## src/rtl/hqm_rcfwl_gclk_rlink_sync_rpt.sv

```systemverilog
// Global-clock rlink repeater hop: passes the spine clock through, fans the PLL sync
// pulse out through a programmable retiming delay line and tracks sync periodicity.
module hqm_rcfwl_gclk_rlink_sync_rpt #(
    parameter int NUM_CH   = 4,
    parameter int MAX_DLY  = 8,
    parameter int DLY_W    = 3,
    parameter int PERIOD_W = 8,
    parameter int LOCK_CNT = 3
) (
    input  logic                clkspine_in,
    input  logic                rst,
    input  logic                pll_sync_in,
    input  logic [DLY_W-1:0]    cfg_dly,
    input  logic [PERIOD_W-1:0] cfg_period,
    input  logic [NUM_CH-1:0]   ch_en,
    input  logic                err_clr,
    output logic                ckpredop,
    output logic [NUM_CH-1:0]   pll_sync_out,
    output logic                sync_locked,
    output logic                sync_err,
    output logic [3:0]          miss_cnt
);

    localparam int GOOD_W = $clog2(LOCK_CNT + 1);

    typedef enum logic [1:0] {
        UNLOCKED = 2'd0,
        ACQUIRE  = 2'd1,
        LOCKED   = 2'd2,
        ERROR    = 2'd3
    } state_t;

    state_t              state_reg;
    logic [GOOD_W-1:0]   good_reg;
    logic                s0_reg;
    logic [MAX_DLY-1:1]  dly_reg;
    logic [MAX_DLY-1:0]  d_tap;
    logic                tap;
    logic [NUM_CH-1:0]   out_next;
    logic [PERIOD_W-1:0] cnt_reg;
    logic [DLY_W-1:0]    cfg_dly_reg;
    logic [PERIOD_W-1:0] cfg_period_reg;
    logic                chk_en;
    logic                cfg_chg;
    logic                err_evt;

    assign ckpredop = clkspine_in;

    // d[0] is the registered input itself; deeper taps come from the shift register.
    assign d_tap = {dly_reg, s0_reg};
    assign tap   = d_tap[cfg_dly];

    generate
        for (genvar gi = 0; gi < NUM_CH; gi++) begin : g_ch
            assign out_next[gi] = ch_en[gi] & tap;
        end
    endgenerate

    always_ff @(posedge clkspine_in) begin
        if (rst) begin
            s0_reg       <= 1'b0;
            dly_reg      <= '0;
            pll_sync_out <= '0;
        end else begin
            s0_reg       <= pll_sync_in;
            dly_reg      <= {dly_reg[MAX_DLY-2:1], s0_reg};
            pll_sync_out <= out_next;
        end
    end

    always_ff @(posedge clkspine_in) begin
        if (rst) begin
            cnt_reg <= '0;
        end else if (s0_reg) begin
            cnt_reg <= PERIOD_W'(1);
        end else if (cnt_reg != {PERIOD_W{1'b1}}) begin
            cnt_reg <= cnt_reg + PERIOD_W'(1);
        end
    end

    assign chk_en  = (cfg_period >= PERIOD_W'(2));
    assign cfg_chg = (cfg_dly != cfg_dly_reg) || (cfg_period != cfg_period_reg);

    // Only a LOCKED checker can raise an error; a config change pre-empts it.
    assign err_evt = chk_en && !cfg_chg && (state_reg == LOCKED) &&
                     ((s0_reg && (cnt_reg < cfg_period)) ||
                      (!s0_reg && (cnt_reg == cfg_period)));

    always_ff @(posedge clkspine_in) begin
        if (rst) begin
            state_reg      <= UNLOCKED;
            good_reg       <= '0;
            cfg_dly_reg    <= '0;
            cfg_period_reg <= '0;
            sync_err       <= 1'b0;
            miss_cnt       <= 4'd0;
        end else begin
            cfg_dly_reg    <= cfg_dly;
            cfg_period_reg <= cfg_period;

            if (!chk_en) begin
                state_reg <= UNLOCKED;
                good_reg  <= '0;
            end else if (cfg_chg && (state_reg == LOCKED || state_reg == ACQUIRE)) begin
                state_reg <= ACQUIRE;
                good_reg  <= '0;
            end else begin
                case (state_reg)
                    UNLOCKED: begin
                        if (s0_reg) begin
                            state_reg <= ACQUIRE;
                            good_reg  <= '0;
                        end
                    end
                    ACQUIRE: begin
                        if (s0_reg) begin
                            if (cnt_reg == cfg_period) begin
                                if (good_reg == GOOD_W'(LOCK_CNT - 1)) begin
                                    state_reg <= LOCKED;
                                    good_reg  <= GOOD_W'(LOCK_CNT);
                                end else begin
                                    good_reg <= good_reg + GOOD_W'(1);
                                end
                            end else begin
                                good_reg <= '0;
                            end
                        end else if (cnt_reg == cfg_period) begin
                            good_reg <= '0;
                        end
                    end
                    LOCKED: begin
                        if (err_evt) begin
                            state_reg <= ERROR;
                        end
                    end
                    ERROR: begin
                        state_reg <= ACQUIRE;
                        good_reg  <= '0;
                    end
                    default: begin
                        state_reg <= UNLOCKED;
                        good_reg  <= '0;
                    end
                endcase
            end

            // A simultaneous clear and error restarts the count at one.
            if (err_evt) begin
                sync_err <= 1'b1;
                if (err_clr) begin
                    miss_cnt <= 4'd1;
                end else if (miss_cnt != 4'd15) begin
                    miss_cnt <= miss_cnt + 4'd1;
                end
            end else if (err_clr) begin
                sync_err <= 1'b0;
                miss_cnt <= 4'd0;
            end
        end
    end

    assign sync_locked = (state_reg == LOCKED);

endmodule
```

## config.mk

```make
export PLATFORM = sky130hd
export DESIGN_NAME = hqm_rcfwl_gclk_rlink_sync_rpt
export DESIGN_NICKNAME = d
export VERILOG_FILES = /design/src/rtl/hqm_rcfwl_gclk_rlink_sync_rpt.sv
export SDC_FILE = /design/constraint.sdc
export NUM_CORES = 1
export LEC_CHECK = 0
export ABC_AREA = 0
export BUFFER_PORTS_ARGS = -buffer_cell sky130_fd_sc_hd__clkbuf_2
export CORE_MARGIN = 2
export CORE_UTILIZATION = 25
export DETAILED_ROUTE_END_ITERATION = 8
export HOLD_SLACK_MARGIN = 0.1
export SKIP_LAST_GASP = 1
export SYNTH_ARGS = -nofsm -noshare
export SYNTH_HDL_FRONTEND = slang
export SYNTH_SLANG_ARGS = --single-unit
export TNS_END_PERCENT = 10
```

## constraint.sdc

```tcl
create_clock -name clkspine_in -period 2.45 [get_ports clkspine_in]
set_input_delay 0.245 -clock clkspine_in [delete_from_list [all_inputs] [get_ports clkspine_in]]
set_output_delay 0.245 -clock clkspine_in [all_outputs]
set_load 0.02 [all_outputs]
```

==> flow_summary.yaml <==
place:
  dpl.hpwl_microns: 3010
  port-buffer-count: 29
  dp.cells: 337
  dp_worst_setup_slack_ps: 345
  place.gp.congestion: 0.806
  placed_area_sq_mm: 0.00219
clock_tree:
  cts_hold_repair.buffers: 0
  clock_root_buffer: "clkbuf_8"
  clock_buffer_count_from_cts: 5
  max-clock-path-buffers: 2
  tritoncts: "yes"
  postCtsResizedCells: 0
  cts_setup_buffers: 0
  cts_htree_levels: 2
  clk-insertion-delay-late_ps: 300
  worst_setup_hold_path_clk_slew_ps: 90
timing:
  layout_worst_path_cycle_share_pct: 83.1
  skew_final_ps: 6.67
  worst_pin_slew_ps: 578
  finalMaxSlewViolations: 0
  max_slew_margin_pct: 61.4
  setup_slack_ps: 415
  fmaxAchievable_mhz: 491
  unrepaired_setup_endpoints_after_global_routing: "false"
  min_period_ps: 2040
  finalHoldViolCount: 0
  setup-violations-final: 0
  final.setup.tns_ps: 0
setup_path:
  rrSetupSlack_ps: 410
  critical_path_class: "flop to flop"
  crit_path_max_fanout: 5
  r2r-start: "cnt_reg[3]$_SDFFE_PP0P_"
  critical_path.startpoint: "cnt_reg[3]$_SDFFE_PP0P_"
  setup.worst_path.end_class: "flop"
  cp-start-kind: "flop"
  critPathArrivalTime_ps: 2270
  ff2ff_path_depth: 6
  worst_reg2reg_endpoint: "state_reg[1]$_SDFFE_PP0P_"
  critPathCapture: "state_reg[1]$_SDFFE_PP0P_"
  cp_data_required_time_ps: 2680
synthesis:
  post_syn_area_sq_mm: 0.00195
  synth.top_cell.area_share_pct: 41.1
  average_cell_area_after_synthesis_sq_um: 9.14
  yosys.cell_types.count: 36
  synth_warnings: 0
  asyncSetResetFlopFracSynth_pct: 0
  synth_seq_area_share_pct: 41.1
  synthTopCellsByArea: "dfxtp_1 41%, ha_1 9.6%, xnor2_1 4.9%"
  post-synth-top-area-cell: "dfxtp_1"
  synth-main-ff-cell: "dfxtp_1"
  postSynthNetCount: 247
  synth_enable_flop_cells: 0
  synthCells: 213
  flop_and_latch_count_out_of_synthesis: 40
floorplanning:
  design.core.area_sq_mm: 0.00765
  initial_core_util_pct: 25.5
  die-area_sq_mm: 0.00851
  io_pins: 30
  floorplan.die.height_microns: 92.2
  die_w_microns: 92.2
  placementRows: 32
global_route:
  grt_max_degree: 29
  grt_antenna_before_repair: 0
  groute.usage.overall_pct: 9.55
  first_global_vias: 1407
  grt.overflow.total: 0
  global_route_wire_length_before_repair_microns: 6400
drt:
  drt_iter0_markers: 46
  detail_route.wl_per_cell_microns: 11.3
  finalWirelength_microns: 3910
  via_count: 1517
  detail_route.first_pass.iterations: 4
  final_antenna_net_count: 0
  vias_per_cell: 4.40
  remaining_drc_errors: 0
cells_and_area:
  layout.nets: 276
  total_of_fill_cells_in_the_finished_design: 798
  finish.utilization_pct: 29.8
  postLayoutCellArea_sq_mm: 0.00228
  flow.area_growth_from_synthesis_pct: 17.2
  final_layout_size_suffix_gt1_share_pct: 17.7
  multi_input_area_sq_mm: 0.00106
  layout.cells.non_filler: 345
  regArea_sq_um: 801
  diodes: 0
run:
  drv.max_cap_violation_count: 0
power:
  power_per_cell_area_mw_per_mm2: 656
  static-leakage-power_nw: 0.973
  power.ir.vdd_worst_uv: 299
status:
  run_status: "finished, final reports clean"
hold_path:
  type_of_the_tightest_min_delay_check: "primary input to flop"
## layout make-up
type	count	area share (%)
Clock buffer	6	3.23
Clock inverter	3	1.04
Inverter	16	2.63
Multi-Input combinational cell	150	46.3
Sequential cell	40	35.1
Tap cell	102	5.59
Timing Repair Buffer	28	6.14
## cells by family (layout without fill, tap and decap cells)
| logic type | Yosys count | after routing | synth area share [%] |
|---|---|---|---|
| and+or+nand+nor | 84 | 84 | 23.3 |
| buffers and inverters | 23 | 53 | 4.63 |
| xor gates and xnor gates | 15 | 15 | 6.75 |
| muxes | 6 | 6 | 4.37 |
| adders and majority gates | 15 | 15 | 9.64 |
| AOI/OAI and AO/OA | 30 | 30 | 10.2 |
| DFF | 40 | 40 | 41.1 |
## critical path, stage by stage, from the launching register on
cell and delay (ps):
dfxtp_1 380, ha_1 340, nand4_1 180, o31ai_1 250, a21oi_1 150, or4_1 530, a21oi_1 130
## cells in the final DEF, fill, tap and decap left out, types with 7 or more instances in the layout
cell type / netlist / final
dfxtp_1: 40 / 40
xnor2_1: 11 / 11
nor2_1: 25 / 25
a21oi_1: 13 / 13
nand2_1: 7 / 7
inv_1: 16 / 16
ha_1: 15 / 15
nand4_1: 8 / 8
nor2b_1: 14 / 14
clkbuf_2: 0 / 29
## metrics by stage
step	hold WS, ps	total power, mW
floorplan	358	0.979
global placement	385	1.04
detailed placement	385	1.04
CTS	129	1.52
global route	126	1.58
finish	137	1.50
## cell usage after synthesis (5+ instances only)
master,number
a21oi_1,13
nand2_1,7
and2_1,5
inv_1,16
clkbuf_1,6
nor2_1,25
nand4_1,8
dfxtp_1,40
nand3_1,5
ha_1,15
nor2b_1,14
xnor2_1,11
## power by group
| group | total (mW) | internal, mW | switching [mW] |
|---|---|---|---|
| Sequential | 0.699 | 0.679 | 0.0204 |
| Clock | 0.504 | 0.217 | 0.286 |
| Combinational | 0.294 | 0.124 | 0.170 |
## metal layers
metal	global-route usage (%)	share of wire, %	vias up
met5	0	0	-
met4	2.99	1.0	0
met3	2.71	4.1	4
met2	16.2	45	24
met1	11.7	49	700
li1	-	-	789
## worst min-delay path by stage
stage                     start                    endpoint  depth (start not counted)
finish                 ch_en[1]  pll_sync_out[1]$_SDFF_PP0_                          2
global route           ch_en[1]  pll_sync_out[1]$_SDFF_PP0_                          2
CTS                    ch_en[3]  pll_sync_out[3]$_SDFF_PP0_                          2
detailed placement  clkspine_in                    ckpredop                          1
global placement    clkspine_in                    ckpredop                          1
floorplan           clkspine_in                    ckpredop                          1
Power figures use the tool's default switching activity.
